`config.mk`:
```
export PLATFORM = sky130hd
export DESIGN_NAME = game_logic_nxn
export DESIGN_NICKNAME = d
export VERILOG_FILES = /design/src/rtl/game_logic_nxn.sv
export SDC_FILE = /design/constraint.sdc
export NUM_CORES = 1
export LEC_CHECK = 0
export ABC_CLOCK_PERIOD_IN_PS = 33700
export BUFFER_PORTS_ARGS = -buffer_cell sky130_fd_sc_hd__buf_2
export CAP_MARGIN = 20
export CORE_MARGIN = 4
export CORE_UTILIZATION = 30
export DETAILED_ROUTE_END_ITERATION = 6
export PLACE_DENSITY = 0.45
export SLEW_MARGIN = 10
export SYNTH_ARGS = -nofsm -noshare
export SYNTH_HDL_FRONTEND = slang
export SYNTH_SLANG_ARGS = --single-unit
```
`constraint.sdc`:
```
create_clock -name clk -period 33.7 [get_ports clk]
set_clock_uncertainty 0.2 [all_clocks]
set_input_delay 3.37 -clock clk [delete_from_list [all_inputs] [get_ports clk]]
set_output_delay 3.37 -clock clk [all_outputs]
set_load 0.1 [all_outputs]
```
`src/rtl/game_logic_nxn.sv`:
```
// game_logic_nxn: N x N 2048 engine, one row per cycle.
// Moves via transpose/mirror, LFSR spawn, saturating score, game-over check.
module game_logic_nxn #(
    parameter int N       = 4,
    parameter int TILE_W  = 4,
    parameter int SCORE_W = 16,
    parameter int LFSR_W  = 16,
    parameter int IDX_W   = $clog2(N*N)
) (
    input  logic                     clk,
    input  logic                     rst_n,
    input  logic                     btn_up,
    input  logic                     btn_right,
    input  logic                     btn_down,
    input  logic                     btn_left,
    input  logic [LFSR_W-1:0]        lfsr_value,
    input  logic                     debug_grid_valid,
    input  logic [IDX_W-1:0]         debug_grid_addr,
    input  logic [TILE_W-1:0]        debug_grid_data,
    output logic [N*N*TILE_W-1:0]    grid,
    output logic [SCORE_W-1:0]       score,
    output logic                     game_over,
    output logic                     busy,
    output logic                     move_done,
    output logic                     move_valid
);

    localparam int CELLS = N*N;
    localparam int NCH   = LFSR_W / IDX_W;
    localparam int SH_W  = (NCH > 1) ? $clog2(NCH) : 1;
    localparam int RW    = $clog2(N);
    localparam logic [TILE_W-1:0]  MAXV = '1;
    localparam logic [SCORE_W:0]   SAT  = {1'b0, {SCORE_W{1'b1}}};
    localparam logic [SCORE_W:0]   ONE  = {{SCORE_W{1'b0}}, 1'b1};

    typedef enum logic [2:0] {
        IDLE_START, IDLE, XPOSE_IN, ROWS,
        XPOSE_OUT, SPAWN, CHECK, OVER
    } state_t;

    typedef enum logic [1:0] {D_LEFT, D_RIGHT, D_UP, D_DOWN} dir_t;

    logic [TILE_W-1:0]            cells [CELLS];
    state_t                       state;
    dir_t                         dir, dir_n;
    logic                         prev_btn, any_btn, press;
    logic [SH_W-1:0]              lfsr_shift;
    logic [1:0]                   spawn_cnt;
    logic                         from_start;
    logic [RW-1:0]                row_idx;
    logic                         vert, rev;
    logic [IDX_W-1:0]             cand;
    logic                         cand_ok;
    logic [N-1:0][TILE_W-1:0]     row_raw, row_in, row_out, row_new;
    logic [N:0][TILE_W-1:0]       cmp;
    logic [SCORE_W:0]             gain, score_sum;
    logic [TILE_W-1:0]            nv;
    logic                         row_changed, skip, over_c;
    int                           base, j, k;

    assign any_btn = btn_up | btn_right | btn_down | btn_left;
    assign press   = any_btn & ~prev_btn;
    assign vert    = (dir == D_UP) || (dir == D_DOWN);
    assign rev     = (dir == D_RIGHT) || (dir == D_DOWN);
    assign cand    = lfsr_value[int'(lfsr_shift)*IDX_W +: IDX_W];
    assign cand_ok = (int'(cand) < CELLS) && (cells[cand] == '0);

    // Button priority: left, right, up, down.
    always_comb begin
        dir_n = D_DOWN;
        if (btn_left)       dir_n = D_LEFT;
        else if (btn_right) dir_n = D_RIGHT;
        else if (btn_up)    dir_n = D_UP;
    end

    // Push/merge of the current row toward its leading edge, with score gain.
    always_comb begin
        base = int'(row_idx) * N;
        row_raw = '0;
        row_in = '0;
        row_out = '0;
        row_new = '0;
        cmp = '0;
        gain = '0;
        nv = '0;
        skip = 1'b0;
        j = 0;
        k = 0;
        for (int c = 0; c < N; c++) row_raw[c] = cells[base + c];
        for (int c = 0; c < N; c++) row_in[c] = rev ? row_raw[N-1-c] : row_raw[c];
        for (int i = 0; i < N; i++) begin
            if (row_in[i] != '0) begin
                cmp[j] = row_in[i];
                j = j + 1;
            end
        end
        for (int i = 0; i < N; i++) begin
            if (skip) begin
                skip = 1'b0;
            end else if (cmp[i] != '0) begin
                if (cmp[i] == cmp[i+1] && cmp[i] != MAXV) begin
                    nv = cmp[i] + 1'b1;
                    row_out[k] = nv;
                    skip = 1'b1;
                    if (int'(nv) >= SCORE_W) begin
                        gain = SAT;
                    end else begin
                        gain = gain + (ONE << nv);
                        if (gain[SCORE_W]) gain = SAT;
                    end
                end else begin
                    row_out[k] = cmp[i];
                end
                k = k + 1;
            end
        end
        for (int c = 0; c < N; c++) row_new[c] = rev ? row_out[N-1-c] : row_out[c];
        row_changed = (row_out != row_in);
        score_sum = {1'b0, score} + gain;
    end

    // Game over: no empty cell and no mergeable neighbour pair.
    always_comb begin
        over_c = 1'b1;
        for (int i = 0; i < CELLS; i++)
            if (cells[i] == '0) over_c = 1'b0;
        for (int r = 0; r < N; r++)
            for (int c = 0; c < N-1; c++)
                if (cells[r*N+c] == cells[r*N+c+1] && cells[r*N+c] != MAXV)
                    over_c = 1'b0;
        for (int r = 0; r < N-1; r++)
            for (int c = 0; c < N; c++)
                if (cells[r*N+c] == cells[(r+1)*N+c] && cells[r*N+c] != MAXV)
                    over_c = 1'b0;
    end

    // Flatten cells onto the output bus, cell 0 at the MSBs.
    always_comb begin
        grid = '0;
        for (int i = 0; i < CELLS; i++)
            grid[(CELLS-1-i)*TILE_W +: TILE_W] = cells[i];
    end

    // Main FSM; debug write applied last so it wins on its cell.
    always_ff @(posedge clk) begin
        if (!rst_n) begin
            for (int i = 0; i < CELLS; i++) cells[i] <= '0;
            state      <= IDLE_START;
            dir        <= D_LEFT;
            prev_btn   <= 1'b0;
            lfsr_shift <= '0;
            spawn_cnt  <= '0;
            from_start <= 1'b0;
            row_idx    <= '0;
            score      <= '0;
            game_over  <= 1'b0;
            busy       <= 1'b0;
            move_done  <= 1'b0;
            move_valid <= 1'b0;
        end else begin
            prev_btn   <= any_btn;
            lfsr_shift <= (lfsr_shift == '0) ? SH_W'(NCH-1) : lfsr_shift - 1'b1;
            move_done  <= 1'b0;
            unique case (state)
                IDLE_START: begin
                    if (press) begin
                        spawn_cnt  <= 2'd2;
                        from_start <= 1'b1;
                        busy       <= 1'b1;
                        state      <= SPAWN;
                    end
                end
                IDLE: begin
                    if (press) begin
                        dir        <= dir_n;
                        move_valid <= 1'b0;
                        row_idx    <= '0;
                        busy       <= 1'b1;
                        if (dir_n == D_UP || dir_n == D_DOWN) state <= XPOSE_IN;
                        else state <= ROWS;
                    end
                end
                XPOSE_IN: begin
                    for (int r = 0; r < N; r++)
                        for (int c = 0; c < N; c++)
                            cells[r*N+c] <= cells[c*N+r];
                    state <= ROWS;
                end
                ROWS: begin
                    for (int c = 0; c < N; c++) cells[base + c] <= row_new[c];
                    if (row_changed) move_valid <= 1'b1;
                    score <= score_sum[SCORE_W] ? '1 : score_sum[SCORE_W-1:0];
                    if (row_idx == RW'(N-1)) begin
                        if (vert) begin
                            state <= XPOSE_OUT;
                        end else if (move_valid || row_changed) begin
                            spawn_cnt  <= 2'd1;
                            from_start <= 1'b0;
                            state      <= SPAWN;
                        end else begin
                            move_done <= 1'b1;
                            state     <= CHECK;
                        end
                    end else begin
                        row_idx <= row_idx + 1'b1;
                    end
                end
                XPOSE_OUT: begin
                    for (int r = 0; r < N; r++)
                        for (int c = 0; c < N; c++)
                            cells[r*N+c] <= cells[c*N+r];
                    if (move_valid) begin
                        spawn_cnt  <= 2'd1;
                        from_start <= 1'b0;
                        state      <= SPAWN;
                    end else begin
                        move_done <= 1'b1;
                        state     <= CHECK;
                    end
                end
                SPAWN: begin
                    if (spawn_cnt == '0) begin
                        state <= IDLE;
                        busy  <= 1'b0;
                    end else if (cand_ok) begin
                        cells[cand] <= TILE_W'(1);
                        spawn_cnt   <= spawn_cnt - 1'b1;
                        if (spawn_cnt == 2'd1) begin
                            if (from_start) begin
                                busy  <= 1'b0;
                                state <= IDLE;
                            end else begin
                                move_done <= 1'b1;
                                state     <= CHECK;
                            end
                        end
                    end
                end
                CHECK: begin
                    game_over <= over_c;
                    busy      <= 1'b0;
                    state     <= over_c ? OVER : IDLE;
                end
                OVER: begin
                    if (press) begin
                        for (int i = 0; i < CELLS; i++) cells[i] <= '0;
                        score      <= '0;
                        game_over  <= 1'b0;
                        move_valid <= 1'b0;
                        spawn_cnt  <= 2'd2;
                        from_start <= 1'b1;
                        busy       <= 1'b1;
                        state      <= SPAWN;
                    end
                end
            endcase
            if (debug_grid_valid && int'(debug_grid_addr) < CELLS)
                cells[debug_grid_addr] <= debug_grid_data;
        end
    end

endmodule

```
-- Word level (Yosys, flattened, before mapping)
Memories as Yosys holds them, arrays and structs flattened. A register that Yosys moved wholly into a read port is not among the register bits.
Cells that the tools add are included.
- register bits after elaboration: 33
- bits in latches: 0
- bits in writable memories: 64
- ROM bits: 0
- input bits: 31
- output and inout bits: 84
- word-level logic and storage cells: 526
- memories: 1
- memories (name ; words ; width ; rd ports ; clocked after Yosys merged registers in ; wr ports ; line ; text):
    cells ; 16 ; 4 ; 21 ; 1 ; 17 ; 43 ; logic [TILE_W-1:0] cells [CELLS];
- $add $sub $neg: 18
- multiply operators: 0
- divide/modulo/power cells: 0
- $lt $le $gt $ge: 12
- equality and inequality tests: 78
- shifts and indexed selects: 5
- muxes and demuxes: 257
- bitwise operators: 53
- reductions and logical operators: 90
- operator list (operator ; number):
    $mux 4 ; 77
    $mux 16 ; 17
    $ge 32x1->1 const B ; 6
    $mux 32 ; 6
    $mux 17 ; 9
    $add 32x2->32 const B ; 4
    $eq 4x4->1 ; 28
    $mux 1 ; 98
    $bwmux 16 ; 6
    $lt 32x4->1 const B ; 3
    $lt 32x5->1 const B ; 3
    $ne 4x4->1 const B ; 19
    $logic_not 4->1 ; 17
    $shl 1x4->17 const A ; 4
    $bwmux 20 ; 3
    $mux 20 ; 3
    $add 17x17->17 ; 3
    $or 1x1->1 ; 51
    $demux 4 s3 ; 3
    $reduce_bool 4->1 ; 9
    $logic_and 1x1->1 ; 34
    $pmux 16 s2 ; 1
    $mux 2 ; 15
    $demux 4 s2 ; 3
    other kinds (36) ; 91

-- Depth between registers and ports, before layout
Gate-level depths: netlist (run 1).
An unclocked memory read counts as a cell.
- word-level depth: 44
- gate-level depth with buffers: 91
- mapped depth without buffers: 87

-- Least setup slack after synthesis (run 1)
No wires, ideal clock.
- path type: reg2reg
- start: memory cells[9][0]
- end: register score[10]
- setup time: 0.117 ns
- data arrival time: 15.915 ns
- required time: 33.383 ns
- path slack: 17.467 ns
- stages on the path, launching flop included: 87
- path buffers: 3
- clock period less this slack: 16.233 ns
- cell sequence: edfxtp_1 clkbuf_1 mux2i_1 mux4_2 nand4_1 inv_1 fa_1 nor2b_1 nand3_1 o311ai_1 nand2_1 xnor2_1 nor4_4 and2_1 nand2_1 nor2_1 ha_1 fa_1 [51 not listed] fa_1 nor2b_1 o21ai_0 a21boi_0 o21ai_0 a21boi_0 o21ai_0 a21boi_0 o21ai_0 a21boi_0 o21ai_0 a21boi_0 o31a_1 o21ai_0 nand2b_1 clkbuf_1 o21ai_0 nand2_1
- RTL lines (element ; line ; text):
    start: declaration ; 43 ;
    end signal: assignment ; 192 ; score <= score_sum[SCORE_W] ? '1 : score_sum[SCORE_W-1:0];
    end: declaration ; 21 ; output logic [SCORE_W-1:0] score,

==> results, run 1 <==
- The flow ran to the end, and the final reports show no timing, DRC or antenna violations.
- The final number of hold-violating endpoints is 0.
- Setup violations remaining at the end of the flow were counted as 0.
- The initial cell density of the core is 0.304.
- From synthesis to final layout, the design area changed by 9.03%.
- The share of flip-flops with an asynchronous set or reset is 0.
- The critical path starts at cells[3][3].
- Setup repair after global routing left no endpoint under its margin.
- The floorplan has 81 rows.
- The H-tree depth is 3.
- The number of warnings printed during yosys synthesis is 0.
- The die is 231 um tall.
- The cell repeated most along the worst path is sky130_fd_sc_hd__o21ai_0.
- The repair_antennas step left the layout with diodes totalling 0.
- The core outline area is 49100 sq um.
- The buffers plus inverters on the worst setup path is 2.
- The fraction of met3 tracks used by global routing is 0.0279.
- The congestion estimate from routability-driven global placement came to 0.988.
- STA classifies the critical path endpoint as a flip-flop.
- Counting flops with a built-in enable in the synthesized netlist gives 64.
- The data required time of the worst path is 33780 ps.
- The violation count after the first detailed-routing iteration is 1300.
- The worst pin sits at a relative slew slack of 0.242.
- The commonest register cell after synthesis is sky130_fd_sc_hd__edfxtp_1.
- For this run, design rule violations remaining after detail routing come to 0.
- sky130_fd_sc_hd__nor2_1 is the most common cell in the netlist.
- The die covers 53300 sq um.
- In this run the horizontal extent of the chip is 231 um.
- Summing all multi-input logic gate instances after layout gives 11400 sq um.
- The share of synthesized area in the top cell type comes to 0.129.
- The synthesized area per cell is 7.57 sq um.
- The port buffer count is 114.
- For this run, the slowest stage of the critical path takes 1000 ps.
- The clock passes through at most 2 buffers.
- The sequential fraction of the synthesis area is 0.176.
- The worst setup path is launched from a flip-flop.
- In the synthesized netlist, the cells that appear most often are sky130_fd_sc_hd__nor2_1 (215), sky130_fd_sc_hd__nand2_1 (213), sky130_fd_sc_hd__a21oi_1 (127), sky130_fd_sc_hd__o21ai_0 (127), sky130_fd_sc_hd__xnor2_1 (101).
- For this run, global-route usage on met1 was measured as 0.275.
- The max-slew violation total from the final report is 0.
- Detailed placement ended at an HPWL of 48800 um.
- 115 I/O pins were placed.
- Clock tree synthesis found a total of 99 sinks.
- The filler cell count is 5318.
- The cell class contributing the biggest share of worst-path delay is compound AO/OA/AOI/OAI gates.
- The startpoint identified for the worst hold timing path is score[5].
- The time the final worst path needs with I/O delays and setup is 19210 ps.
- The clock root buffer is sky130_fd_sc_hd__clkbuf_16.
- Registers take 2620 sq um.
- The number of antenna violations at the first check in global routing is 0.
- For met2 alone, demand over resource in global routing was 0.387.
- The path type of the worst min-delay path is reg2reg.
- After synthesis, the cell types taking the most area are sky130_fd_sc_hd__edfxtp_1 (13%), sky130_fd_sc_hd__ha_1 (8.3%), sky130_fd_sc_hd__xnor2_1 (5.9%), sky130_fd_sc_hd__nor2_1 (5.4%), sky130_fd_sc_hd__nand2_1 (5.4%).
- Of the cells placed in the final design, the portion with a size suffix greater than 1 is 0.129.
- Dividing the detail-routed wire length by the instance count gives 23.1 um.
- Summed over all failing endpoints, the final setup total negative slack is 0 ps.
- The highest-utilization routing layer at the global route stage is met2.
- The number of iterations in the first detailed-routing pass is 6.
- The worst setup path is of the reg2reg kind.
- The net count reported at finish is between 2000 and 2500.
- The total routing usage reported by global routing is 0.224.
- Based on the critical path, the design can be clocked at up to 0.0520 GHz.
- The part of the cycle the worst path needs is 0.570.
- In this run, CTS created clock tree buffers numbering 9.
- The clock reaches the later pin of the worst-skew pair after 400 ps.
- sky130_fd_sc_hd__edfxtp_1 takes more of the synthesized area than any other cell.
- Counting every instance in the synthesized netlist gives 1967.
- The wire length of the first global-routing pass is roughly 92000 um.
- After synthesis the cells add up to 14900 sq um.
- Global routing finished with a remaining overflow of 0.
- After clock tree synthesis, the flow added hold-fix buffers numbering 0.
- The number of distinct library cell variants in the gate-level netlist after synthesis is 103.
- The clock tree from TritonCTS is yes.
- The maximum number of pins on one net before global-route repair is 39.
- The wire length reported by the detailed router is approximately 60000 um.
- The total instance count after detailed placement is 2651.
- The number of violations of the max-capacitance limit is 0.
- Of all nets on the critical path, the largest fanout is 16.
- When the netlist entered floorplanning its net count stood at 2102.
- After clock tree synthesis, the clock-pin slew on the worst setup and hold paths is about 80 ps.
- The via count of the first global-routing pass is roughly 15000.
- The startpoint identified for the worst register-to-register timing path is cells[3][3].
- Counting flops and latches in the post-synthesis netlist gives 99.
- After the flow finishes, the layout carries non-filler instances totaling between 2000 and 3000.
- Dividing the detail-routed via count by the number of cells gives 5.79.
- At the worst endpoint, the arrival time is roughly 19000 ps.
- For the pin with the worst max-slew slack, the measured transition is 1130 ps.
- Among all stages on the critical path, the largest delay is contributed by sky130_fd_sc_hd__nor4_1.
- The total vias in the final route is roughly 15000.
- After clock tree synthesis, the setup repair step added 0 buffers.
- The number of resized instances in the post-cts repair step is 0.
- The number of nets still failing antenna checks after routing is 0.
[cells in the final DEF (no fill, tap or decap), types with 18 or more instances in the layout]
cell type	Yosys	layout
sky130_fd_sc_hd__nand2_1	213	213
sky130_fd_sc_hd__o21ai_0	127	127
sky130_fd_sc_hd__mux2i_1	45	45
sky130_fd_sc_hd__o21bai_1	19	19
sky130_fd_sc_hd__mux4_2	28	28
sky130_fd_sc_hd__xnor2_1	101	101
sky130_fd_sc_hd__buf_2	20	114
sky130_fd_sc_hd__mux2_2	18	18
sky130_fd_sc_hd__nand4_1	30	30
sky130_fd_sc_hd__nand2b_1	20	20
sky130_fd_sc_hd__a22oi_1	19	19
sky130_fd_sc_hd__and2_1	44	44
sky130_fd_sc_hd__nand3_1	64	64
sky130_fd_sc_hd__xor2_1	55	55
sky130_fd_sc_hd__edfxtp_1	64	64
sky130_fd_sc_hd__and3_1	37	37
sky130_fd_sc_hd__inv_1	84	84
sky130_fd_sc_hd__nor3_1	42	42
sky130_fd_sc_hd__a21oi_1	127	127
sky130_fd_sc_hd__nor2_1	215	215
sky130_fd_sc_hd__ha_1	99	99
sky130_fd_sc_hd__nor4_1	31	31
sky130_fd_sc_hd__buf_4	7	20
sky130_fd_sc_hd__o21a_1	22	22
sky130_fd_sc_hd__dfxtp_1	35	34
[worst paths after layout]
check,endpoint,slack [ps],cells after the start
setup / recovery,score[5],14490,82
hold / removal,score[5],260,2
setup reg to reg,score[5],14490,82
hold reg to reg,score[5],260,2
[area by class of cell]
class                      count  share of cell area
timing repair buffer         135              0.0453
tap                          664              0.0512
inverter                      89              0.0206
clock inverter                 6             0.00347
clock buffer                  10              0.0141
sequential                    99               0.162
multi-input combinational   1664               0.704
[layer usage]
| layer | part of all wire | routed length [um] |
|---|---|---|
| met1 | 0.41 | 25600 |
| met3 | 0.055 | 3390 |
| met2 | 0.48 | 29600 |
| met5 | 0 | 0 |
| met4 | 0.051 | 3140 |
[cells by family after synthesis]
group,count (synthesis),share of synthesized area
muxes,93,0.0880
and+or+nand+nor,791,0.262
AOI/OAI and AO/OA,520,0.235
buffers and inverters,204,0.0569
xor gates and xnor gates,156,0.0917
DFF,99,0.176
adders and majority gates,104,0.0899
[worst min-delay path, stage by stage, from the launching register on]
cell                      delay (ps)
sky130_fd_sc_hd__dfxtp_1         330
sky130_fd_sc_hd__nand2_1          60
sky130_fd_sc_hd__nand2_1          40
[sequential cells by signal, indices dropped and copies added (netlist names), named ones only]
name,flops
lfsr_shift,2
cells,64
game_over,1
move_valid,1
state,3
move_done,1
busy,1
prev_btn,1
score,16
dir,2
spawn_cnt,2
from_start,1
row_idx,2
[through the flow]
step / util / area (sq um) / hold slack (ps) / setup slack, ps
CTS: 0.331 / 16200 / 266 / 14700
global placement: 0.325 / 15900 / 251 / 15300
finish: 0.331 / 16200 / 264 / 14490
global route: 0.331 / 16200 / 293 / 12530
detailed placement: 0.325 / 16000 / 255 / 14910
floorplan: - / 14900 / 257 / 17470
Power of run 1 is left out: the tool's default activity adds up to more than one toggle a clock period on the data nets, which glitch-free logic cannot reach.
==> run 2, diff against run 1 <==
--- a/config.mk
+++ b/config.mk
@@ -5,7 +5,7 @@
 export SDC_FILE = /design/constraint.sdc
 export NUM_CORES = 1
 export LEC_CHECK = 0
-export ABC_CLOCK_PERIOD_IN_PS = 33700
+export ABC_CLOCK_PERIOD_IN_PS = 19300
 export BUFFER_PORTS_ARGS = -buffer_cell sky130_fd_sc_hd__buf_2
 export CAP_MARGIN = 20
 export CORE_MARGIN = 4
==> constraint.sdc (replaced) <==
create_clock -name clk -period 19.3 [get_ports clk]
set_clock_uncertainty 0.2 [all_clocks]
set_input_delay 1.93 -clock clk [delete_from_list [all_inputs] [get_ports clk]]
set_output_delay 1.93 -clock clk [all_outputs]
set_load 0.1 [all_outputs]
==> results, run 2 (synthesis results as in run 1) <==
- The final number of hold-violating endpoints is 0.
- The net count reported at finish is 2243.
- The die is 231 um wide.
- The die covers about 53000 sq um.
- In the final layout, the registers with the most flip-flops are cells (64), score (16), state (3).
- The detail-routed via count per cell is 5.75.
- After clock tree synthesis, the clock-pin slew on the worst setup and hold paths is 80 ps.
- The number of flip-flops in the largest register is 64.
- The library cells used most frequently in the layout, excluding fill and tap cells, are sky130_fd_sc_hd__nor2_1 (213), sky130_fd_sc_hd__nand2_1 (211), sky130_fd_sc_hd__buf_4 (128).
- Measured against its own limit, the worst slew margin works out to 0.180.
- The overflow left after global routing is 0.
- Summing over every cut layer, the via total after detailed routing is 16000.
- The setup slack of the most critical reg-to-reg path is 1870 ps.
- Counting I/O delays and the setup requirement, the final critical path takes 17430 ps.
- In this run the remaining antenna-violating nets after routing total 0.
- For the worst-skew pair, the clock arrives at the later sink with an insertion delay of 390 ps.
- The number of buffers inserted during clock tree synthesis is 9.
- The via count of the first global-routing pass is 15100.
- The initial utilization of the core area, before any placement, comes to 0.304.
- Port buffering added approximately 110 buffers.
- The cell repeated most along the worst path is sky130_fd_sc_hd__o21ai_0.
- The slowest library cell on the worst path is sky130_fd_sc_hd__fa_2.
- The number of violations of the max-capacitance limit is 0.
- The maximum frequency from static timing analysis is 0.0574 GHz.
- The kind of launch point of the worst setup path is a flip-flop.
- The growth of design area from synthesis to finish is 15.9%.
- The wire length reported by the detailed router is 62800 um.
- The register with the most flip-flops is cells.
- At the end of routability-driven placement, the weighted congestion stood at ~0.97.
- The path type of the worst min-delay path is reg2reg.
- The first global-routing pass estimated 94100 um of wire.
- The max-slew violation total from the final report is 0.
- The total routing usage reported by global routing is 0.227.
- The slew at the pin closest to its max-slew limit is around 1200 ps.
- The category of the critical setup timing path is reg2reg.
- The height of the die is 231 um.
- The H-tree depth is 3.
- The endpoint arrival time on the critical path is approximately 18000 ps.
- The sink count of the clock tree is 99.
- The number of design rule violations left after detail routing is 0.
- The kind of capture point of the worst setup path is a flip-flop.
- The data required time of the worst path is 19380 ps.
- Clock tree synthesis selected as its root buffer the cell sky130_fd_sc_hd__clkbuf_16.
- The peak per-stage delay on the critical path is 690 ps.
- The first routing iteration left 1072 violations.
- The hold buffer count at CTS is 0.
- The part of the cycle the worst path needs is 0.903.
- The number of antenna violations at the first check in global routing is 1.
- The run finished with clean final reports.
- The fraction of the core area covered by cells at the end of the flow is 0.352.
- In this run the worst path has a maximum fanout of 10.
- For this run, the detailed router's first-pass iteration total came to 6.
- The layout cell share with drive strength beyond 1 is 0.186.
- The detail-routed net length per standard cell is between 20 and 25 um.
- The I/O pin count is 115.
- In this run the deepest clock path goes through 2 buffers.
- TritonCTS built the clock tree.
- The sum of net half-perimeters after detailed placement is between 40000 and 50000 um.
- The number of antenna diodes in the final layout is 0.
- The library cell used most frequently in the layout, excluding fill and tap cells, is sky130_fd_sc_hd__nor2_1.
- The number of rows in the core area is 81.
- Setup violations remaining at the end of the flow were counted as 0.
- Entering global routing, the biggest net connects 29 pins.
- The region available for standard cell placement spans 49100 sq um.
-- run 2: cell type report --
class | count | area (sq um)
clock buffers | 9 | 225
clock inverters | 7 | 82.6
fillers | 5305 | 31800
inverters | 89 | 334
multi-input cells | 1665 | 11600
flip-flops and latches | 99 | 2630
well taps | 664 | 831
repair buffers | 244 | 1560
-- run 2: what timing repair did --
item / 4_1_cts / 5_1_grt
resized for setup: 0 / 38
buffers inserted: 0 / 87
setup endpoints to repair: 0 / 16
-- run 2: final timing paths --
check                                  start         to  depth (start not counted)
worst min register to register     score[15]  score[15]                          2
worst max-delay path            cells[10][0]   score[4]                         85
worst max register to register  cells[10][0]   score[4]                         85
worst min-delay path               score[15]  score[15]                          2
-- run 2: critical path: cells and delay by family, from the launching register on --
family | cells | cell delay (ps)
flip-flops | 1 | 610
AND/OR/NAND/NOR | 17 | 2320
adder cells (fa/ha/maj) | 10 | 3100
multiplexers | 2 | 830
buffers and inverters | 4 | 430
AO/OA/AOI/OAI | 52 | 9790
-- run 2: layer usage --
layer  up-vias  wire, um  GRT usage
met5         -         0          0
met2       637     30300      0.385
li1       7472         -          -
met3       140      3290     0.0244
met1      7707     26200      0.290
met4         0      2980      0.102
-- run 2: stage by stage --
stage / instances / area (sq um) / hold slack [ps] / setup TNS, ps / worst slack (ps)
2_1_floorplan: 1967 / 14900 / 257 / 0 / 3070
3_3_place_gp: 2672 / 16100 / 256 / 0 / 1350
3_5_place_dp: 2673 / 16100 / 256 / 0 / 826
4_1_cts: 2689 / 16400 / 266 / 0 / 641
5_1_grt: 2777 / 17300 / 290 / -21.5 / -14.2
6_report: 2777 / 17300 / 260 / 0 / 1870
Power of run 2 is left out for the same reason.
==> run 3, diff against run 2 <==
--- a/config.mk
+++ b/config.mk
@@ -8,10 +8,12 @@
 export ABC_CLOCK_PERIOD_IN_PS = 19300
 export BUFFER_PORTS_ARGS = -buffer_cell sky130_fd_sc_hd__buf_2
 export CAP_MARGIN = 20
+export CELL_PAD_IN_SITES_DETAIL_PLACEMENT = 0
+export CELL_PAD_IN_SITES_GLOBAL_PLACEMENT = 1
 export CORE_MARGIN = 4
 export CORE_UTILIZATION = 30
 export DETAILED_ROUTE_END_ITERATION = 6
-export PLACE_DENSITY = 0.45
+export PLACE_DENSITY = 0.56
 export SLEW_MARGIN = 10
 export SYNTH_ARGS = -nofsm -noshare
 export SYNTH_HDL_FRONTEND = slang
==> results, run 3 (synthesis results as in run 1) <==
- The time the final worst path needs with I/O delays and setup is 17470 ps.
- The number of violations of the max-capacitance limit is 0.
- In this run the core area contains roughly 80 standard-cell rows.
- Once layout is complete, the cells apart from fillers number 2749.
- TritonCTS built the clock tree.
- At the later pin of the worst-skew pair, clock insertion delay measures 390 ps.
- The full die area is 53300 sq um.
- The clock root buffer is sky130_fd_sc_hd__clkbuf_16.
- The part of the cycle the worst path needs is 0.905.
- In the layout the commonest cells are sky130_fd_sc_hd__nor2_1 (213), sky130_fd_sc_hd__nand2_1 (211), sky130_fd_sc_hd__a21oi_1 (127).
- The overflow left after global routing is 0.
- The layout cell share with drive strength beyond 1 is 0.174.
- cells holds more flip-flops than any other register.
- The growth of design area from synthesis to finish is 14.3%.
- After filler insertion, the fill cell instance count of the layout stands at 5300.
- Counting along the longest clock path gives a buffer depth of 2.
- The worst pin sits at a relative slew slack of 0.195.
- The number of antenna diodes is 0.
- The data required time of the worst path is 19390 ps.
- The setup violation total in the final timing report is 0.
- Entering global routing, the biggest net connects 39 pins.
- Adding up every negative setup slack in the final design gives 0 ps.
- After clock tree synthesis, the clock-pin slew on the worst setup and hold paths is about 80 ps.
- The most common cell after layout, fill and taps aside is sky130_fd_sc_hd__nor2_1.
- The I/O pin count is 115.
- After detailed routing, the average wire length per cell comes to 23.8 um.
- The run finished with clean final reports.
- Dividing the detail-routed via count by the number of cells gives roughly 5.7.
- The pre-antenna-repair detailed-routing pass consisted of 6 iterations.
- The via count of the first global-routing pass is 15200.
- The number of flip-flops in the largest register is 64.
- The tree built by TritonCTS fans out to between 90 and 100 sinks.
- At the end of the flow, the number of nets in the layout was roughly 2200.
- The final estimated routing congestion in global placement is 0.938.
- The cell repeated most along the worst path is sky130_fd_sc_hd__o21ai_0.
- The sum of net half-perimeters after detailed placement is 51700 um.
- The number of buffers inserted during clock tree synthesis is 9.
- The worst setup path is launched from a flip-flop.
- The violation count after the first detailed-routing iteration is 1188.
- The slowest library cell on the worst path is sky130_fd_sc_hd__edfxtp_1.
- The initial cell density of the core is 0.304.
- The path class of the tightest hold or removal check is reg2reg.
- In this run the horizontal extent of the chip is 231 um.
- The port buffer count is 114.
- The total vias in the final route is 15700.
- The H-tree was split into 3 levels.
- The category of the critical setup timing path is reg2reg.
- Setup repair after global routing left no endpoint under its margin.
- The max-slew violation total from the final report was 0.
- In the final layout, the registers with the most flip-flops are cells (64), score (16), state (3).
- The number of nets still failing antenna checks after routing is 0.
- In this run the vertical extent of the chip is 231 um.
- The maximum frequency from static timing analysis is 0.0572 GHz.
- For this run, the total global-route usage over all layers was measured as 0.236.
- At the worst endpoint, the arrival time is ~18000 ps.
- The hold buffer count at CTS is 0.
- The number of antenna violations at the first check in global routing is 0.
- The final number of hold-violating endpoints is 0.
- The first global-routing pass estimated 96800 um of wire.
- The total instance count after detailed placement is 2677.
- On the worst path, the slowest cell contributes a delay of roughly 640 ps.
- The core outline area is roughly 49000 sq um.
- The wire length reported by the detailed router is 65500 um.
- The maximum fanout count along the critical path is 16.
- The slew at the pin closest to its max-slew limit is 1200 ps.
- The number of design rule violations left after detail routing is 0.
- The kind of capture point of the worst setup path is a flip-flop.
[run 3: layer usage]
layer,vias up,wire length [um],GRT usage
li1,7409,-,-
met1,7562,26700,0.285
met2,596,32100,0.417
met3,157,3360,0.0331
met4,0,3250,0.105
met5,-,0,0
[run 3: area by class of cell]
cell class | count | area (sq um) | area share
clock buffers | 9 | 225 | 0.0132
clock inverters | 7 | 68.8 | 0.00404
inverters | 89 | 334 | 0.0196
multi-input cells | 1664 | 11600 | 0.679
flip-flops and latches | 99 | 2630 | 0.155
well taps | 664 | 831 | 0.0488
repair buffers | 217 | 1370 | 0.0806
[run 3: path summary, 6_finish.rpt]
| path | start | to | slack [ps] | cells past startpoint |
|---|---|---|---|---|
| setup / recovery | cells[2][2] | score[4] | 1830 | 85 |
| hold / removal | score[9] | score[9] | 270 | 2 |
| setup reg to reg | cells[2][2] | score[4] | 1830 | 85 |
| hold reg to reg | score[9] | score[9] | 270 | 2 |
[run 3: stage by stage]
stage	setup slack [ps]	hold slack [ps]	instance area (sq um)	util
3_5_place_dp	798	257	16100	0.329
3_3_place_gp	1240	253	16100	0.329
2_1_floorplan	3070	257	14900	-
5_1_grt	42.2	291	17000	0.347
6_report	1830	266	17000	0.347
4_1_cts	681	269	16400	0.335
[run 3: repair_timing]
| action | CTS | global route |
|---|---|---|
| endpoints found under the setup margin | 0 | 16 |
| buffers inserted | 0 | 55 |
| resized for setup | 0 | 30 |
| hold endpoints to repair | 0 | 0 |
[run 3: critical path: cells and delay by family, from the launching register on]
| kind | cells | cell delay (ps) |
|---|---|---|
| compound gates | 51 | 9350 |
| xor+xnor | 1 | 280 |
| fa+ha+maj | 9 | 2680 |
| buf+inv | 4 | 550 |
| flops | 1 | 640 |
| mux | 2 | 900 |
| simple gates | 18 | 2700 |
Power of run 3 is left out for the same reason.
